### src/rtl/seg_pkg.sv
// Shared seven-segment definitions: active-low segment patterns ({g,f,e,d,c,b,a}),
// receiver FSM state encodings and anode helpers.
package seg_pkg;

    localparam logic [6:0] SEG_0     = 7'b1000000;
    localparam logic [6:0] SEG_1     = 7'b1111001;
    localparam logic [6:0] SEG_2     = 7'b0100100;
    localparam logic [6:0] SEG_3     = 7'b0110000;
    localparam logic [6:0] SEG_4     = 7'b0011001;
    localparam logic [6:0] SEG_5     = 7'b0010010;
    localparam logic [6:0] SEG_6     = 7'b0000010;
    localparam logic [6:0] SEG_7     = 7'b1111000;
    localparam logic [6:0] SEG_8     = 7'b0000000;
    localparam logic [6:0] SEG_9     = 7'b0010000;
    localparam logic [6:0] SEG_A     = 7'b0001000;
    localparam logic [6:0] SEG_B     = 7'b0000011;
    localparam logic [6:0] SEG_C     = 7'b1000110;
    localparam logic [6:0] SEG_D     = 7'b0100001;
    localparam logic [6:0] SEG_E     = 7'b0000110;
    localparam logic [6:0] SEG_F     = 7'b0001110;
    localparam logic [6:0] SEG_BLANK = 7'b1111111;

    typedef enum logic [1:0] {
        ST_IDLE   = 2'd0,
        ST_SETTLE = 2'd1,
        ST_HOLD   = 2'd2
    } scan_state_t;

    // Exactly one anode driven low means one digit is being shown.
    function automatic logic an_is_valid(input logic [3:0] an);
        logic ok;
        case (an)
            4'b1110, 4'b1101, 4'b1011, 4'b0111: ok = 1'b1;
            default:                            ok = 1'b0;
        endcase
        return ok;
    endfunction

    // Digit position of the single low anode; only meaningful when valid.
    function automatic logic [1:0] an_index(input logic [3:0] an);
        logic [1:0] idx;
        case (an)
            4'b1101: idx = 2'd1;
            4'b1011: idx = 2'd2;
            4'b0111: idx = 2'd3;
            default: idx = 2'd0;
        endcase
        return idx;
    endfunction

endpackage

### src/rtl/seg7_to_hex.sv
// Combinational decode of an active-low seven-segment pattern to a hex nibble.
// Unknown patterns decode to 0 with vld low.
module seg7_to_hex
    import seg_pkg::*;
(
    input  logic [6:0] seg,
    output logic [3:0] nib,
    output logic       vld
);

    // Table lookup against the shared pattern constants.
    always_comb begin
        nib = 4'h0;
        vld = 1'b1;
        case (seg)
            SEG_0:   nib = 4'h0;
            SEG_1:   nib = 4'h1;
            SEG_2:   nib = 4'h2;
            SEG_3:   nib = 4'h3;
            SEG_4:   nib = 4'h4;
            SEG_5:   nib = 4'h5;
            SEG_6:   nib = 4'h6;
            SEG_7:   nib = 4'h7;
            SEG_8:   nib = 4'h8;
            SEG_9:   nib = 4'h9;
            SEG_A:   nib = 4'hA;
            SEG_B:   nib = 4'hB;
            SEG_C:   nib = 4'hC;
            SEG_D:   nib = 4'hD;
            SEG_E:   nib = 4'hE;
            SEG_F:   nib = 4'hF;
            default: begin
                nib = 4'h0;
                vld = 1'b0;
            end
        endcase
    end

endmodule

### src/rtl/seg_scan_rx.sv
// Receiver for a multiplexed four-digit seven-segment display. Captures each
// digit once its anode/segment/dp lines have been stable for SETTLE sampled
// cycles, and publishes complete four-digit frames.
//
// state     | meaning
// ----------+-----------------------------------------------------------
// ST_IDLE   | no valid anode enabled; waiting for a digit to appear
// ST_SETTLE | valid anode seen; counting consecutive unchanged cycles
// ST_HOLD   | digit captured; ignore segment changes until anode moves
module seg_scan_rx
    import seg_pkg::*;
#(
    parameter int unsigned SETTLE = 4
) (
    input  logic        c_clk,
    input  logic        R,
    input  logic [3:0]  an,
    input  logic [6:0]  sseg,
    input  logic        dp,
    output logic [15:0] digits,
    output logic [3:0]  dp_pos,
    output logic        frame_valid,
    output logic        frame_err
);

    localparam logic [7:0] SETTLE_CNT = 8'(SETTLE);

    logic [3:0]  an_q,   an_p;
    logic [6:0]  sseg_q, sseg_p;
    logic        dp_q,   dp_p;

    scan_state_t state, state_n;
    logic [7:0]  cnt, cnt_n;
    logic        cap;

    logic        an_ok;
    logic        an_changed;
    logic        inp_changed;
    logic [1:0]  cap_idx;
    logic [3:0]  cap_mask;

    logic [3:0]  dec_nib;
    logic        dec_vld;

    logic [15:0] shadow;
    logic [3:0]  shadow_dp;
    logic [3:0]  seen, seen_n;
    logic [3:0]  bad, bad_n;
    logic        frame_done;

    assign an_ok       = an_is_valid(an_q);
    assign an_changed  = (an_q != an_p);
    assign inp_changed = an_changed || (sseg_q != sseg_p) || (dp_q != dp_p);
    assign cap_idx     = an_index(an_q);
    assign cap_mask    = 4'b0001 << cap_idx;
    assign frame_done  = (seen == 4'b1111);

    seg7_to_hex u_dec (
        .seg (sseg_q),
        .nib (dec_nib),
        .vld (dec_vld)
    );

    // Input registration plus a one-cycle-older copy for stability compare.
    always_ff @(posedge c_clk) begin
        if (R) begin
            an_q   <= 4'hF;
            sseg_q <= 7'h7F;
            dp_q   <= 1'b1;
            an_p   <= 4'hF;
            sseg_p <= 7'h7F;
            dp_p   <= 1'b1;
        end else begin
            an_q   <= an;
            sseg_q <= sseg;
            dp_q   <= dp;
            an_p   <= an_q;
            sseg_p <= sseg_q;
            dp_p   <= dp_q;
        end
    end

    // FSM state and stability counter registers.
    always_ff @(posedge c_clk) begin
        if (R) begin
            state <= ST_IDLE;
            cnt   <= 8'd0;
        end else begin
            state <= state_n;
            cnt   <= cnt_n;
        end
    end

    // Next-state, counter and capture decision.
    always_comb begin
        state_n = state;
        cnt_n   = cnt;
        cap     = 1'b0;
        case (state)
            ST_IDLE: begin
                if (an_ok) begin
                    state_n = ST_SETTLE;
                    cnt_n   = 8'd1;
                end else begin
                    cnt_n   = 8'd0;
                end
            end
            ST_SETTLE: begin
                if (!an_ok) begin
                    state_n = ST_IDLE;
                    cnt_n   = 8'd0;
                end else if (inp_changed) begin
                    cnt_n   = 8'd1;
                end else begin
                    cnt_n   = cnt + 8'd1;
                end
            end
            ST_HOLD: begin
                if (an_changed) begin
                    if (an_ok) begin
                        state_n = ST_SETTLE;
                        cnt_n   = 8'd1;
                    end else begin
                        state_n = ST_IDLE;
                        cnt_n   = 8'd0;
                    end
                end
            end
            default: begin
                state_n = ST_IDLE;
                cnt_n   = 8'd0;
            end
        endcase
        // A count that reaches the threshold (including a restart at 1 when
        // SETTLE is 1) captures on this edge.
        if (state_n == ST_SETTLE && cnt_n == SETTLE_CNT) begin
            cap     = 1'b1;
            state_n = ST_HOLD;
        end
    end

    // Seen/bad mask update: a completed frame clears them, a capture on the
    // same edge starts the next frame.
    always_comb begin
        seen_n = frame_done ? 4'b0000 : seen;
        bad_n  = frame_done ? 4'b0000 : bad;
        if (cap) begin
            seen_n = seen_n | cap_mask;
            bad_n  = (bad_n & ~cap_mask) | (dec_vld ? 4'b0000 : cap_mask);
        end
    end

    // Shadow capture and frame publication.
    always_ff @(posedge c_clk) begin
        if (R) begin
            shadow      <= 16'h0000;
            shadow_dp   <= 4'b0000;
            seen        <= 4'b0000;
            bad         <= 4'b0000;
            digits      <= 16'h0000;
            dp_pos      <= 4'b0000;
            frame_valid <= 1'b0;
            frame_err   <= 1'b0;
        end else begin
            seen        <= seen_n;
            bad         <= bad_n;
            frame_valid <= 1'b0;
            frame_err   <= 1'b0;
            if (cap) begin
                shadow[{cap_idx, 2'b00} +: 4] <= dec_nib;
                shadow_dp[cap_idx]            <= ~dp_q;
            end
            if (frame_done) begin
                if (bad == 4'b0000) begin
                    digits      <= shadow;
                    dp_pos      <= shadow_dp;
                    frame_valid <= 1'b1;
                end else begin
                    frame_err   <= 1'b1;
                end
            end
        end
    end

endmodule

### config.mk
export PLATFORM = sky130hd
export DESIGN_NAME = seg_scan_rx
export DESIGN_NICKNAME = d
export VERILOG_FILES = /design/src/rtl/seg_pkg.sv /design/src/rtl/seg7_to_hex.sv /design/src/rtl/seg_scan_rx.sv
export SDC_FILE = /design/constraint.sdc
export NUM_CORES = 1
export LEC_CHECK = 0
export ABC_AREA = 1
export CORE_MARGIN = 2
export CORE_UTILIZATION = 55
export CTS_CLUSTER_SIZE = 24
export DETAILED_ROUTE_END_ITERATION = 7
export PLACE_DENSITY = 0.75
export SLEW_MARGIN = 25
export SYNTH_ARGS = -nofsm -noshare
export SYNTH_HDL_FRONTEND = slang
export SYNTH_SLANG_ARGS = --single-unit
export TNS_END_PERCENT = 20
### constraint.sdc
create_clock -name c_clk -period 2.3 [get_ports c_clk]
set_input_delay 0.46 -clock c_clk [delete_from_list [all_inputs] [get_ports c_clk]]
set_output_delay 0.46 -clock c_clk [all_outputs]
set_load 0.01 [all_outputs]
## After elaboration in Yosys (flattened, before gate mapping)

Index checks and enable logic that the tools add are counted.

- Add/sub/neg operators: 2
- $lt $le $gt $ge: 2
- Equal/unequal tests: 27
- Shift operators: 3
- Mux-type cells: 27
- Bitwise operators: 6
- Reduce and logical (&&, ||, !) cells: 12

Operators by type and width:

| kind | count |
|---|---|
| one-hot mux 4 bit (15 select lines) | 1 |
| == test 7 bit, second input constant | 4 |
| two-way mux 8 bit | 3 |
| one-hot mux 8 bit (3 select lines) | 1 |
| == test 7 x 5 -> 1 bit, second input constant | 3 |
| == test 7 x 6 -> 1 bit, second input constant | 3 |
| two-way mux 4 bit | 5 |
| bitwise mux 16 bit | 1 |
| == test 4 bit, second input constant | 4 |
| OR reduction 16 bit | 1 |
| variable shift 4 x 6 -> 16 bit, first input constant | 1 |
| variable part select 4 x 6 -> 16 bit | 1 |
| == test 7 x 2 -> 1 bit, second input constant | 2 |
| == test 7 x 4 -> 1 bit, second input constant | 2 |
| one-hot mux 2 bit (3 select lines) | 2 |
| adder 8 x 1 -> 8 bit, second input constant | 1 |
| == test 8 x 3 -> 1 bit, second input constant | 1 |
| two-way mux 1 bit | 8 |
| two-way mux 2 bit | 4 |
| bitwise OR 4 bit | 2 |
| == test 7 x 3 -> 1 bit, second input constant | 1 |
| zero test 7 bit | 1 |
| inequality test 7 bit | 1 |
| negation 4 -> 6 bit | 1 |
| other kinds (20) | 25 |

- Register bits: 84
- Output and inout port bits: 22
- Logic and storage cells: 96

## Depth between registers and ports, before layout

Gate-level depths: netlist of the first run.

- Depth in word-level cells: 10
- Depth in mapped cells: 17
- Mapped depth without buffers: 17

## Hierarchy

Synthesis of the first run repeated with hierarchy kept, for this count alone.

- Cells, all modules: 610
- Area, all modules: 4045.1 um^2

Modules (own cells, without submodules):

| module | times used | cells each | area each (um^2) | seq. area each (um^2) |
|---|---|---|---|---|
| seg_scan_rx | 1 | 530 | 3701.0 | 1681.6 |
| seg7_to_hex | 1 | 80 | 344.1 | 0.0 |

## Worst setup path after synthesis of the first run

OpenSTA, ideal clock, no wires.

- Path kind: register to register
- Start: register an_q[3]
- End: register shadow[0]
- Arrival time: 1870 ps
- Required time: 2236 ps
- Slack: 366 ps
- Stages on the path, launching flop included: 11
- Buffers on the path: 0
- Period minus slack after synthesis: 1934 ps
- Cell sequence: dfxtp_1 > nand2_1 > inv_2 > a31oi_1 > ha_1 > inv_1 > nor3_1 > nand2_1 > nand3_1 > nand2_1 > nor2_1

- Cells in the longest elaborated chain, start to end: 9
- Elaborated cells on any way between the ends: 28

Ends and longest elaborated chain:

| element | line | source |
|---|---|---|
| from (decl) | seg_scan_rx.sv:28 | `logic [3:0] an_q, an_p;` |
| from (signal assigned) | seg_scan_rx.sv:74 | `an_q <= an;` |
| == test 4 x 3 -> 1 bit, or another cell as far along | seg_pkg.sv:32, seg_pkg.sv:42 |  |
| OR reduction 4 bit / logical OR 1 bit (equally long branches) | seg_pkg.sv:32, seg_scan_rx.sv:53 |  |
| two-way mux 1 bit / logical OR 1 bit (equally long branches) | seg_pkg.sv:32, seg_scan_rx.sv:53 |  |
| two-way mux 1 bit / two-way mux 8 bit (equally long branches) | seg_scan_rx.sv:101, seg_scan_rx.sv:120, seg_scan_rx.sv:112 |  |
| two-way mux 8 bit, or another cell as far along | seg_scan_rx.sv:119 | `if (an_changed) begin` |
| one-hot mux 8 bit (3 select lines) / one-hot mux 2 bit (3 select lines) (equally long branches) | seg_scan_rx.sv:99 | `case (state)` |
| == test 8 x 3 -> 1 bit / == test 2 x 1 -> 1 bit (equally long branches) | seg_scan_rx.sv:136 | `if (state_n == ST_SETTLE && cnt_n == SETTLE_CNT) begin` |
| logical AND 1 bit | seg_scan_rx.sv:136 |  |
| two-way mux 1 bit | seg_scan_rx.sv:136 |  |
| to (signal, indexed assignment) | seg_scan_rx.sv:170 | `shadow[{cap_idx, 2'b00} +: 4] <= dec_nib;` |
| to (decl) | seg_scan_rx.sv:45 | `logic [15:0] shadow;` |

Parallel ways exist; a longest one is shown, timed or not.
A chain may end at the register's enable or synchronous reset.

## Worst setup path in the final report of the first run

- Start: register sseg_q[1]
- End: register shadow_dp[1]

- Cells in the longest elaborated chain, start to end: 9

Ends and longest elaborated chain:

| element | line | source |
|---|---|---|
| from (decl) | seg_scan_rx.sv:29 | `logic [6:0] sseg_q, sseg_p;` |
| from (signal assigned) | seg_scan_rx.sv:75 | `sseg_q <= sseg;` |
| inequality test 7 bit | seg_scan_rx.sv:53 | `assign inp_changed = an_changed \|\| (sseg_q != sseg_p) \|\| (dp_q != dp_p);` |
| logical OR 1 bit (2 in series) | seg_scan_rx.sv:53 |  |
| two-way mux 8 bit | seg_scan_rx.sv:112 | `end else if (inp_changed) begin` |
| two-way mux 8 bit | seg_scan_rx.sv:109 | `if (!an_ok) begin` |
| one-hot mux 8 bit (3 select lines) | seg_scan_rx.sv:99 |  |
| == test 8 x 3 -> 1 bit | seg_scan_rx.sv:136 |  |
| logical AND 1 bit | seg_scan_rx.sv:136 |  |
| two-way mux 1 bit | seg_scan_rx.sv:136 |  |
| to (signal, indexed assignment) | seg_scan_rx.sv:171 | `shadow_dp[cap_idx] <= ~dp_q;` |
| to (decl) | seg_scan_rx.sv:46 | `logic [3:0] shadow_dp;` |

Every way passes these cells.

==> results of run 1 <==
per-layer routing:
layer | part of all wire | up-vias | track usage
li1 | - | 1926 | -
met3 | 0.045 | 10 | 0.03825
met4 | 0.010 | 0 | 0.08264
met2 | 0.46 | 75 | 0.3636
met1 | 0.49 | 1670 | 0.3076
met5 | 0 | - | 0
power by group through the flow:
| stage | clock network, mW | registers, mW | logic [mW] |
|---|---|---|---|
| 2_1_floorplan | 0 | 1.53 | 0.163 |
| 3_3_place_gp | 0 | 1.53 | 0.228 |
| 3_5_place_dp | 0 | 1.53 | 0.232 |
| 4_1_cts | 1.22 | 1.50 | 0.233 |
| 5_1_grt | 1.27 | 1.51 | 0.276 |
| 6_report | 1.20 | 1.50 | 0.244 |
placed cells by master (no fill, tap or decap), types with 3 or more instances in the layout:
cell type / count
xor2_1: 4
nor4_1: 3
dfxtp_1: 75
nor3_1: 12
clkdlybuf4s50_1: 35
dfxtp_2: 8
nor2_2: 7
or2_2: 12
a21oi_1: 25
nor2_1: 110
nand3_2: 4
ha_1: 7
clkbuf_8: 9
o21ai_0: 21
nand2_1: 150
inv_1: 50
a21boi_0: 3
buf_4: 13
nand4_1: 10
inv_2: 11
nand3_1: 37
final cells by class:
cell class	instances	area share
Multi-Input combinational cell	417	0.4089
Sequential cell	84	0.3541
Timing Repair Buffer	53	0.1147
Inverter	62	0.04939
Clock buffer	9	0.02587
Tap cell	96	0.02508
Clock inverter	7	0.02195
path summary, 6_finish.rpt:
kind | endpoint | cells past startpoint | slack [ps]
hold / removal | seen[3] | 2 | 480
setup / recovery | shadow_dp[1] | 16 | 130
hold reg to reg | seen[3] | 2 | 480
setup reg to reg | shadow_dp[1] | 16 | 130
sequential cells by signal, indices dropped and copies added, names as in the netlist:
| name | cells |
|---|---|
| an_p | 4 |
| an_q | 4 |
| bad | 4 |
| cnt | 8 |
| digits | 16 |
| dp_p | 1 |
| dp_pos | 4 |
| dp_q | 1 |
| frame_err | 1 |
| frame_valid | 1 |
| seen | 4 |
| shadow | 16 |
| shadow_dp | 4 |
| sseg_p | 7 |
| sseg_q | 7 |
| state | 2 |
logic make-up after synthesis:
group,after synthesis
simple gates,348
compound gates,55
fa+ha+maj,7
flops,84
xor+xnor,6
buf+inv,83
timing repair:
| item | CTS | global route |
|---|---|---|
| gates resized for setup | 0 | 16 |
| setup endpoints to repair | 0 | 27 |
| buffers inserted | 0 | 6 |
worst max-delay path, stage by stage (launching register included):
cell       delay, ps
dfxtp_1          360
inv_1            130
nand2_1           70
nand2_1           50
nand2_1           50
nor2_1           170
nand3_2          150
nor2_1           110
nand2_1           70
nor2_2           140
nand3_2          140
nor2_4           150
buf_12           140
clkbuf_16        170
nand3_1           70
nand2_1           70
nor2_1            40
through the flow:
stage	power (mW)	worst slack, ps	std cells
floorplan	1.691	366.0	583
global placement	1.761	96.48	702
detailed placement	1.767	84.37	702
CTS	2.951	73.67	718
global route	3.049	-36.05	728
finish	2.947	128.1	728
==> reports/qor.yml, run 1 <==
floorplanning:
  io_pins: 36
  core_area_um2: 6869
  chipHeight_um: 88.75
  start_util: 0.5750
  die_x_um: 88.75
  dieArea_um2: 7876
  core.rowCount: 30
final_layout:
  fin_util: 0.6971
  fillers: 591
  syn_to_final_growth_pct: 21.22
  multi_input_area_um2: 1958
  design_area_um2: 4788
  final_layout_size_suffix_gt1_frac: 0.1313
  nets: 648
  n_antenna_cell: 0
  regArea_um2: 1695
yosys:
  syn_inst: 583
  synth_top_area_share: 0.4257
  syn-num-nets: 604
  yosysTopAreaCell: "dfxtp_1"
  ys_top_cells_by_area: "dfxtp_1, nand2_1, nor2_1"
  synthArstFlopShare: 0
  synth-seq-area-share: 0.4257
  synth_compound_area_frac: 0.07729
  synth-main-ff-cell: "dfxtp_1"
  synth.avg_cell_area_um2: 6.775
  ys_types: 32
  synth-seq-cells: 84
  synth.most_common_cell: "nand2_1"
  syn-cell-area_um2: 3950
  synthXorXnorAreaFrac: 0.01330
  synth_edf_count: 0
  synth-adder-area-share: 0.02217
  synth_warnings: 0
  synth_top_family_by_area: "simple AND/OR/NAND/NOR gates"
  synth_commonest_cells: "nand2_1, nor2_1, dfxtp_1, inv_1, nand3_1"
  synthSimpleGateAreaFrac: 0.3776
  synthMuxAreaShare: 0
placement:
  dp_hpwl_um: 5983
  gp_congestion: 0.8837
  place_area_um2: 4402
  port_buffers: 35
clock_network:
  htree_levels: 3
  clk_path_buf_depth: 2
  clock-root-buffer: "clkbuf_8"
  cts.sinks: 84
  cts_tree: "done"
  clk_pin_slew_ps: 100
  numCtsBuffers: 9
  clkLatencyLatePin_ps: 360
  postCtsHoldBufs: 0
run:
  drv_cap: 0
critical_path:
  critPathRequiredTime_ps: 2570
  endpoint_kind: "flip-flop"
  cp.arrival_ps: 2440
  cp-start-kind: "flip-flop"
  crit_fanout: 19
  crit_type: "flip-flop to flip-flop"
  startpoint: "sseg_q[1]"
  r2r-start: "sseg_q[1]"
pwr:
  clock_power_share: 0.407
  switching_share: 0.2546
  power.density_nw_per_um2: 615.4
  pwr-share-comb: 0.083
  cellInternalPower_mw: 2.197
  peakVddDrop_mv: 0.3911
  power_leakage_nw: 2.280
  p_switching_mw: 0.7501
  power_frac_seq: 0.510
grt:
  grt_usage: 0.2268
  grt_pass1_wl_um: 14240
  grt_pass1_vias: 3264
  grt_antenna_before_repair: 0
  grt_remaining_overflow: 0
  grt_max_degree: 39
sta:
  max_freq_mhz: 460.4
  finalMaxSlewViolations: 0
  worst_clock_skew_ps: 10.96
  tightest_slew_ps: 467.0
  finalCritPeriodShare: 0.9443
  finalSetupTns_ps: 0
  hold_viol_final: 0
  slew-limit-headroom: 0.6858
  hold_ws_ps: 475.4
  period_minus_slack_ps: 2172
  setup-violations-final: 0
drt:
  drc_errors: 0
  first_iter_violations: 181
  ant_nets: 0
  route.vias.total: 3681
  via_per_inst: 5.056
  drt-pass1-iter-count: 5
  wl_per_cell_um: 12.10
  finalWirelength_um: 8807
worst_hold_path:
  hold_start: "seen[3]"
  hp-class: "flip-flop to flip-flop"
status:
  status: "finished clean"
No activity file was read; power rests on OpenSTA's default activity.
==> inputs of run 2 (changes only) <==
ABC_CLOCK_PERIOD_IN_PS = 2300   (was default)
==> results of run 2 <==
Same layout as run 1: the final DEF is identical, and so are final timing and power.
